## src/rtl/mips_ctrl_pkg.sv

```systemverilog
// Shared constants for the multicycle MIPS control path: opcodes, ALU op and
// ALU-B source encodings, control FSM state encoding and opcode class bundle.
package mips_ctrl_pkg;

    localparam logic [5:0] R_TYPE = 6'h00;
    localparam logic [5:0] ADDI   = 6'h08;
    localparam logic [5:0] LUI    = 6'h0F;
    localparam logic [5:0] ORI    = 6'h0D;
    localparam logic [5:0] ANDI   = 6'h0C;
    localparam logic [5:0] LW     = 6'h23;
    localparam logic [5:0] SW     = 6'h2B;
    localparam logic [5:0] BEQ    = 6'h04;
    localparam logic [5:0] BNE    = 6'h05;

    localparam logic [2:0] ALU_FUNCT = 3'b111;
    localparam logic [2:0] ALU_ADD   = 3'b100;
    localparam logic [2:0] ALU_LUI   = 3'b000;
    localparam logic [2:0] ALU_OR    = 3'b001;
    localparam logic [2:0] ALU_AND   = 3'b010;
    localparam logic [2:0] ALU_ADDR  = 3'b011;
    localparam logic [2:0] ALU_SUB   = 3'b101;

    localparam logic [1:0] SRC_B_REG     = 2'b00;
    localparam logic [1:0] SRC_B_FOUR    = 2'b01;
    localparam logic [1:0] SRC_B_IMM     = 2'b10;
    localparam logic [1:0] SRC_B_IMM_SH2 = 2'b11;

    typedef enum logic [3:0] {
        S_INIT     = 4'd0,
        S_FETCH    = 4'd1,
        S_DECODE   = 4'd2,
        S_EXEC_R   = 4'd3,
        S_EXEC_I   = 4'd4,
        S_WB_ALU   = 4'd5,
        S_MEM_ADDR = 4'd6,
        S_MEM_RD   = 4'd7,
        S_WB_MEM   = 4'd8,
        S_MEM_WR   = 4'd9,
        S_BRANCH   = 4'd10,
        S_ILLEGAL  = 4'd11
    } state_e;

    typedef struct packed {
        logic r_type;
        logic imm;
        logic ld;
        logic st;
        logic br;
        logic ill;
    } op_class_t;

endpackage

```

## src/rtl/multicycle_control_opcode_class_decoder.sv

```systemverilog
// Maps the IR opcode to a one-hot instruction class and the ALU op used by
// the immediate-arithmetic group. Purely combinational.
module opcode_class_decoder
    import mips_ctrl_pkg::*;
(
    input  logic [5:0] opcode_i,
    output op_class_t  cls_o,
    output logic [2:0] imm_alu_op_o
);

    always_comb begin
        cls_o        = '0;
        imm_alu_op_o = ALU_ADD;
        case (opcode_i)
            R_TYPE:  cls_o.r_type = 1'b1;
            ADDI:    begin cls_o.imm = 1'b1; imm_alu_op_o = ALU_ADD; end
            LUI:     begin cls_o.imm = 1'b1; imm_alu_op_o = ALU_LUI; end
            ORI:     begin cls_o.imm = 1'b1; imm_alu_op_o = ALU_OR;  end
            ANDI:    begin cls_o.imm = 1'b1; imm_alu_op_o = ALU_AND; end
            LW:      cls_o.ld = 1'b1;
            SW:      cls_o.st = 1'b1;
            BEQ,
            BNE:     cls_o.br = 1'b1;
            default: cls_o.ill = 1'b1;
        endcase
    end

endmodule

```

## src/rtl/multicycle_control.sv

```systemverilog
// Moore control FSM for the multicycle MIPS datapath; only FETCH strobes and
// MEM_WR completion follow mem_ready_i combinationally.
module multicycle_control
    import mips_ctrl_pkg::*;
(
    input  logic       clk,
    input  logic       reset_n,
    input  logic [5:0] opcode_i,
    input  logic       mem_ready_i,
    output logic       pc_write_o,
    output logic       pc_src_o,
    output logic       branch_eq_o,
    output logic       branch_ne_o,
    output logic       iord_o,
    output logic       mem_read_o,
    output logic       mem_write_o,
    output logic       ir_write_o,
    output logic       reg_dst_o,
    output logic       mem_to_reg_o,
    output logic       reg_write_o,
    output logic       alu_src_a_o,
    output logic [1:0] alu_src_b_o,
    output logic [2:0] alu_op_o,
    output logic       instr_done_o,
    output logic       illegal_o
);

    state_e     state_q, state_d;
    op_class_t  cls;
    logic [2:0] imm_alu_op;

    opcode_class_decoder u_dec (
        .opcode_i     (opcode_i),
        .cls_o        (cls),
        .imm_alu_op_o (imm_alu_op)
    );

    always_ff @(posedge clk) begin
        if (!reset_n) state_q <= S_INIT;
        else          state_q <= state_d;
    end

    always_comb begin
        state_d      = state_q;
        pc_write_o   = 1'b0;
        pc_src_o     = 1'b0;
        branch_eq_o  = 1'b0;
        branch_ne_o  = 1'b0;
        iord_o       = 1'b0;
        mem_read_o   = 1'b0;
        mem_write_o  = 1'b0;
        ir_write_o   = 1'b0;
        reg_dst_o    = 1'b0;
        mem_to_reg_o = 1'b0;
        reg_write_o  = 1'b0;
        alu_src_a_o  = 1'b0;
        alu_src_b_o  = SRC_B_REG;
        alu_op_o     = ALU_LUI;
        instr_done_o = 1'b0;
        illegal_o    = 1'b0;

        case (state_q)
            S_INIT: state_d = S_FETCH;

            // PC+4 is computed every FETCH cycle; it only lands when memory is ready.
            S_FETCH: begin
                mem_read_o  = 1'b1;
                alu_src_b_o = SRC_B_FOUR;
                alu_op_o    = ALU_ADD;
                ir_write_o  = mem_ready_i;
                pc_write_o  = mem_ready_i;
                if (mem_ready_i) state_d = S_DECODE;
            end

            S_DECODE: begin
                alu_src_b_o = SRC_B_IMM_SH2;
                alu_op_o    = ALU_ADD;
                case (1'b1)
                    cls.r_type:     state_d = S_EXEC_R;
                    cls.imm:        state_d = S_EXEC_I;
                    cls.ld, cls.st: state_d = S_MEM_ADDR;
                    cls.br:         state_d = S_BRANCH;
                    cls.ill:        state_d = S_ILLEGAL;
                    default:        state_d = S_ILLEGAL;
                endcase
            end

            S_EXEC_R: begin
                alu_src_a_o = 1'b1;
                alu_src_b_o = SRC_B_REG;
                alu_op_o    = ALU_FUNCT;
                state_d     = S_WB_ALU;
            end

            S_EXEC_I: begin
                alu_src_a_o = 1'b1;
                alu_src_b_o = SRC_B_IMM;
                alu_op_o    = imm_alu_op;
                state_d     = S_WB_ALU;
            end

            S_WB_ALU: begin
                reg_write_o  = 1'b1;
                instr_done_o = 1'b1;
                reg_dst_o    = cls.r_type;
                state_d      = S_FETCH;
            end

            S_MEM_ADDR: begin
                alu_src_a_o = 1'b1;
                alu_src_b_o = SRC_B_IMM;
                alu_op_o    = ALU_ADDR;
                state_d     = cls.st ? S_MEM_WR : S_MEM_RD;
            end

            S_MEM_RD: begin
                iord_o     = 1'b1;
                mem_read_o = 1'b1;
                if (mem_ready_i) state_d = S_WB_MEM;
            end

            S_WB_MEM: begin
                reg_write_o  = 1'b1;
                mem_to_reg_o = 1'b1;
                instr_done_o = 1'b1;
                state_d      = S_FETCH;
            end

            S_MEM_WR: begin
                iord_o       = 1'b1;
                mem_write_o  = 1'b1;
                instr_done_o = mem_ready_i;
                if (mem_ready_i) state_d = S_FETCH;
            end

            S_BRANCH: begin
                alu_src_a_o  = 1'b1;
                alu_src_b_o  = SRC_B_REG;
                alu_op_o     = ALU_SUB;
                pc_src_o     = 1'b1;
                instr_done_o = 1'b1;
                branch_eq_o  = (opcode_i == BEQ);
                branch_ne_o  = (opcode_i == BNE);
                state_d      = S_FETCH;
            end

            S_ILLEGAL: begin
                illegal_o    = 1'b1;
                instr_done_o = 1'b1;
                state_d      = S_FETCH;
            end

            default: state_d = S_INIT;
        endcase
    end

endmodule
```

## config.mk

```make
export PLATFORM = sky130hd
export DESIGN_NAME = multicycle_control
export DESIGN_NICKNAME = d
export VERILOG_FILES = /design/src/rtl/mips_ctrl_pkg.sv /design/src/rtl/multicycle_control_opcode_class_decoder.sv /design/src/rtl/multicycle_control.sv
export SDC_FILE = /design/constraint.sdc
export NUM_CORES = 1
export LEC_CHECK = 0
export CORE_AREA = 2 2 39 41
export DETAILED_ROUTE_END_ITERATION = 16
export DIE_AREA = 0 0 41 43
export DONT_BUFFER_PORTS = 1
export PLACE_DENSITY_LB_ADDON = 0.05
export SLEW_MARGIN = 0
export SYNTH_ARGS = -nofsm -noshare
export SYNTH_HDL_FRONTEND = slang
export SYNTH_HIERARCHICAL = 1
export SYNTH_SLANG_ARGS = --single-unit
export TNS_END_PERCENT = 20
```

## constraint.sdc

```tcl
create_clock -name clk -period 2.5 [get_ports clk]
set_clock_uncertainty 0.2 [all_clocks]
set_input_delay 0.5 -clock clk [delete_from_list [all_inputs] [get_ports clk]]
set_output_delay 0.5 -clock clk [all_outputs]
set_load 0.05 [all_outputs]
```

=== Yosys cells after proc, flatten, opt, wreduce, memory -nomap -nowiden ===
Index checks and enable logic that the tools add are counted.
Widths: inputs -> output; s select.

* Flip-flop bits (word level): 4
* Input port bits: 9

* Eq/ne operators: 22
* Mux-type cells: 30
* Reductions and logical operators: 15

{| class="wikitable"
|+ Operators by type and width
! kind !! number
|-
| $mux 4 || 7
|-
| $pmux 4 s7 || 1
|-
| $eq 6x4->1 const B || 4
|-
| $mux 1 || 18
|-
| $eq 4x3->1 const B || 4
|-
| $eq 4x4->1 const B || 4
|-
| $reduce_or 2->1 || 8
|-
| $pmux 3 s5 || 1
|-
| $eq 6x3->1 const B || 2
|-
| $eq 6x6->1 const B || 2
|-
| $reduce_or 4->1 || 3
|-
| $pmux 3 s3 || 1
|-
| $eq 4x2->1 const B || 2
|-
| $logic_not 6->1 || 1
|-
| $ne 2x2->1 const B || 3
|-
| $pmux 2 s3 || 1
|-
| $reduce_or 5->1 || 1
|-
| $eq 4x1->1 const B || 1
|-
| $logic_not 4->1 || 1
|-
| $reduce_and 3->1 || 1
|-
| $pmux 1 s2 || 1
|}

=== Logic depth before layout (Yosys ltp) ===
* Depth in word-level cells: 8
* Gate-level depth with buffers: 6

=== Modules after synthesis ===
The synthesis kept the hierarchy.

{| class="wikitable"
|+ Modules (own cells, without submodules)
! module !! instances !! cells each !! area each (um^2) !! sequential area each (um^2)
|-
| multicycle_control || 1 || 86 || 566.8 || 80.1
|-
| opcode_class_decoder || 1 || 21 || 131.4 || 0.0
|}

=== Worst setup path after synthesis ===
No wires, ideal clock.

* Path type: in2out
* Start: in opcode_i[3]
* End: out branch_eq_o
* Data arrival time: 2444 ps
* Path slack: -644 ps
* Stages on the path: 2
* Path buffers: 0
* Cell sequence: nor4b_1 nor4b_1

* Longest elaborated chain between the ends: 2

{| class="wikitable"
|+ RTL lines
! item !! line !! text
|-
| start: declaration || multicycle_control.sv:8 || <nowiki>input logic [5:0] opcode_i,</nowiki>
|-
| $eq 6x3->1 || -- ||
|-
| $mux 1 || multicycle_control.sv:62 || <nowiki>case (state_q)</nowiki>
|-
| end: declaration || multicycle_control.sv:12 || <nowiki>output logic branch_eq_o,</nowiki>
|}

No other way between the ends.

==> summary.md <==
| Metric | Value |
|---|---|
| Hold Crit Endpoint | `state_q[3]` |
| Initial Utilization | `0.479` |
| Bufs on Longest Clock Path | `2` |
| Worst Setup Path Type | `input port to primary output` |
| RSZ-0062 raised after global routing | `no` |
| Placed Area | `approximately 840 um2` |
| Post-Route Utilization | `0.622` |
| Final Cell Area | `861 um2` |
| CP top delay family | `simple AND/OR/NAND/NOR gates` |
| Initial antenna violation count | `0` |
| Slowest cell on crit path | `or3_1` |
| Total CTS buffers | `3` |
| I/O pin count | `28` |
| Starting DRT DRC Count | `23` |
| Setup Total Neg Slack | `0 ps` |
| H-Tree Depth | `1` |
| Final hold violations | `0` |
| Worst Path Arrival | `~1700 ps` |
| Slew margin rel. | `0.726` |
| Sw Ratio | `0.521` |
| Worst setup EP type | `primary output` |
| Worst hold stages | `2` |
| Largest reg by FF count | `state_q` |
| Sequential Power Share | `0.180` |
| FF-to-FF End | `state_q[3]` |
| Regs by FF count | `state_q: 4 flops` |
| Reg clk slew, reported paths | `40 ps` |
| Tot Pwr | `490 uW` |
| CTS tree | `done` |
| Die H | `43 um` |
| Mapped Avg Cell Area | `around 6.6 um2` |
| Final setup fails | `0` |
| Nets | `between 100 and 150` |
| Fillers | `about 140` |
| Post-route ant nets | `0` |
| Share of power burned in the clock network | `0.174` |
| Ratio of final minimum period to clock period | `0.965` |
| Root Buffer | `clkbuf_4` |
| Worst vdd ir | `between 0.0003 and 0.0004 V` |
| Worst skew pair latency | `approximately 240 ps` |
| Worst hold path class | `input port to register` |
| Gpl congestion | `between 0.8 and 0.9` |
| Synth Warn # | `6` |
| Internal | `between 200 and 250 uW` |
| Vias per inst | `around 6.3` |
| DP HPWL | `1.42 mm` |
| Layout Area Growth over Synthesis | `29.8%` |
| Clock sink count | `4` |
| Largest net degree at the start of global routing | `23` |
| R2R Path Start | `state_q[3]` |
| Least-Margin Pin Slew | `407 ps` |
| WL/cell | `14.7 um` |
| Hold Buf Count CTS | `0` |
| Die Area | `1760 um2` |
| Routed WL | `just under 2 mm` |
| Core area | `roughly 1400 um2` |
| Final Critical Period | `around 2400 ps` |
| Synthesized netlist cell count | `approximately 100` |
| Reg-to-reg slack, setup | `about 810 ps` |
| Vias in the first global route | `~700` |
| Cell row count | `14` |
| First-pass GRT wire length | `~3.2 mm` |
| Switching Power | `between 200 and 300 uW` |
| Chip Width | `around 41 um` |
| Worst-path fanout max | `4` |
| Critical path, cell by cell | `or3_1 -> nor4_1 -> nand3_1 -> nor2_1 -> buf_4` |
| Worst Min Path Start | `reset_n` |
| Power Density | `roughly 570 nW/um2` |
| Highest cell delay on the worst timing path | `420 ps` |
| Fmax achieved | `415 MHz` |
| Post-CTS Setup Repair Bufs | `0` |
| Outcome | `finished clean` |
| Crit start category | `input port` |
| Max reg flops | `4` |
| Slew Limit Fails | `0` |
| Gr ovfl total | `0` |
| DR DRC count | `0` |
| I/O Buffers | `0` |
| Synth Cell Area | `about 660 um2` |
| Share of layout cells above drive strength 1 | `0.297` |
| # resized after CTS | `0` |
| GR Util All Layers | `0.259` |
| DRT Pass-1 Iters | `4` |
| Hold_ws | `214 ps` |
| DR vias | `between 800 and 900` |
| Antenna Cells | `0` |
| Leakage | `0.338 nW` |
| Comb pwr share | `0.646` |
| Mapped Nets | `110` |
| Critical path required time | `~1800 ps` |
| Reg2reg path depth | `4` |
| CP Buf/Inv Count | `1` |
| MaxCap Viol Count | `0` |
## area by class of cell
class	instances	area [um2]	share of cell area
Clock buffer	3	22.5	0.0262
Multi-Input combinational cell	84	541	0.628
Tap cell	16	20.0	0.0233
Sequential cell	4	81.3	0.0945
Inverter	5	18.8	0.0218
Timing Repair Buffer	22	178	0.206
## per-layer routing
metal,global-route usage,up-vias,part of all wire
met5,0,-,0
met3,0.0995,2,0.089
met2,0.409,41,0.52
met4,0.0400,0,0.0020
li1,-,405,-
met1,0.326,396,0.38
## worst max path at each step
stage	startpoint	end	slack [ps]	depth (start not counted)
2_1_floorplan	state_q[1]	branch_ne_o	-540	3
3_3_place_gp	opcode_i[4]	reg_dst_o	220	5
3_5_place_dp	opcode_i[4]	reg_dst_o	90	5
4_1_cts	state_q[0]	reg_dst_o	80	4
5_1_grt	opcode_i[4]	reg_dst_o	10	5
6_report	opcode_i[4]	reg_dst_o	90	5
## power by group through the flow
stage	Sequential, mW	Combinational [mW]	Clock [mW]
detailed placement	0.0881	0.315	0
CTS	0.0871	0.316	0.0858
finish	0.0883	0.317	0.0851
global placement	0.0869	0.311	0
floorplan	0.0785	0.245	0
global route	0.0905	0.336	0.0935
## cell usage in the layout, fill, tap and decap left out, types with 2 or more instances in the layout
cell type / count
nand3_1: 5
a211oi_1: 2
nand2b_1: 2
dfxtp_1: 3
nor2_1: 7
a31oi_1: 2
and3_1: 2
inv_1: 4
nand2_1: 10
o22ai_1: 2
nor2b_1: 5
buf_4: 21
clkbuf_4: 3
a21boi_1: 2
nor3_1: 7
nor3b_2: 2
o21ai_1: 5
a21oi_1: 4
a22oi_1: 2
nand4_1: 2
nand3b_1: 4
## through the flow
stage | worst slack (ps) | instances
after global routing | 14.4 | 134
after floorplan | -539 | 101
after CTS | 81.1 | 134
after global placement | 222 | 131
final | 88.0 | 134
after detailed placement | 94.6 | 131
(Power assumes the default switching activity.)
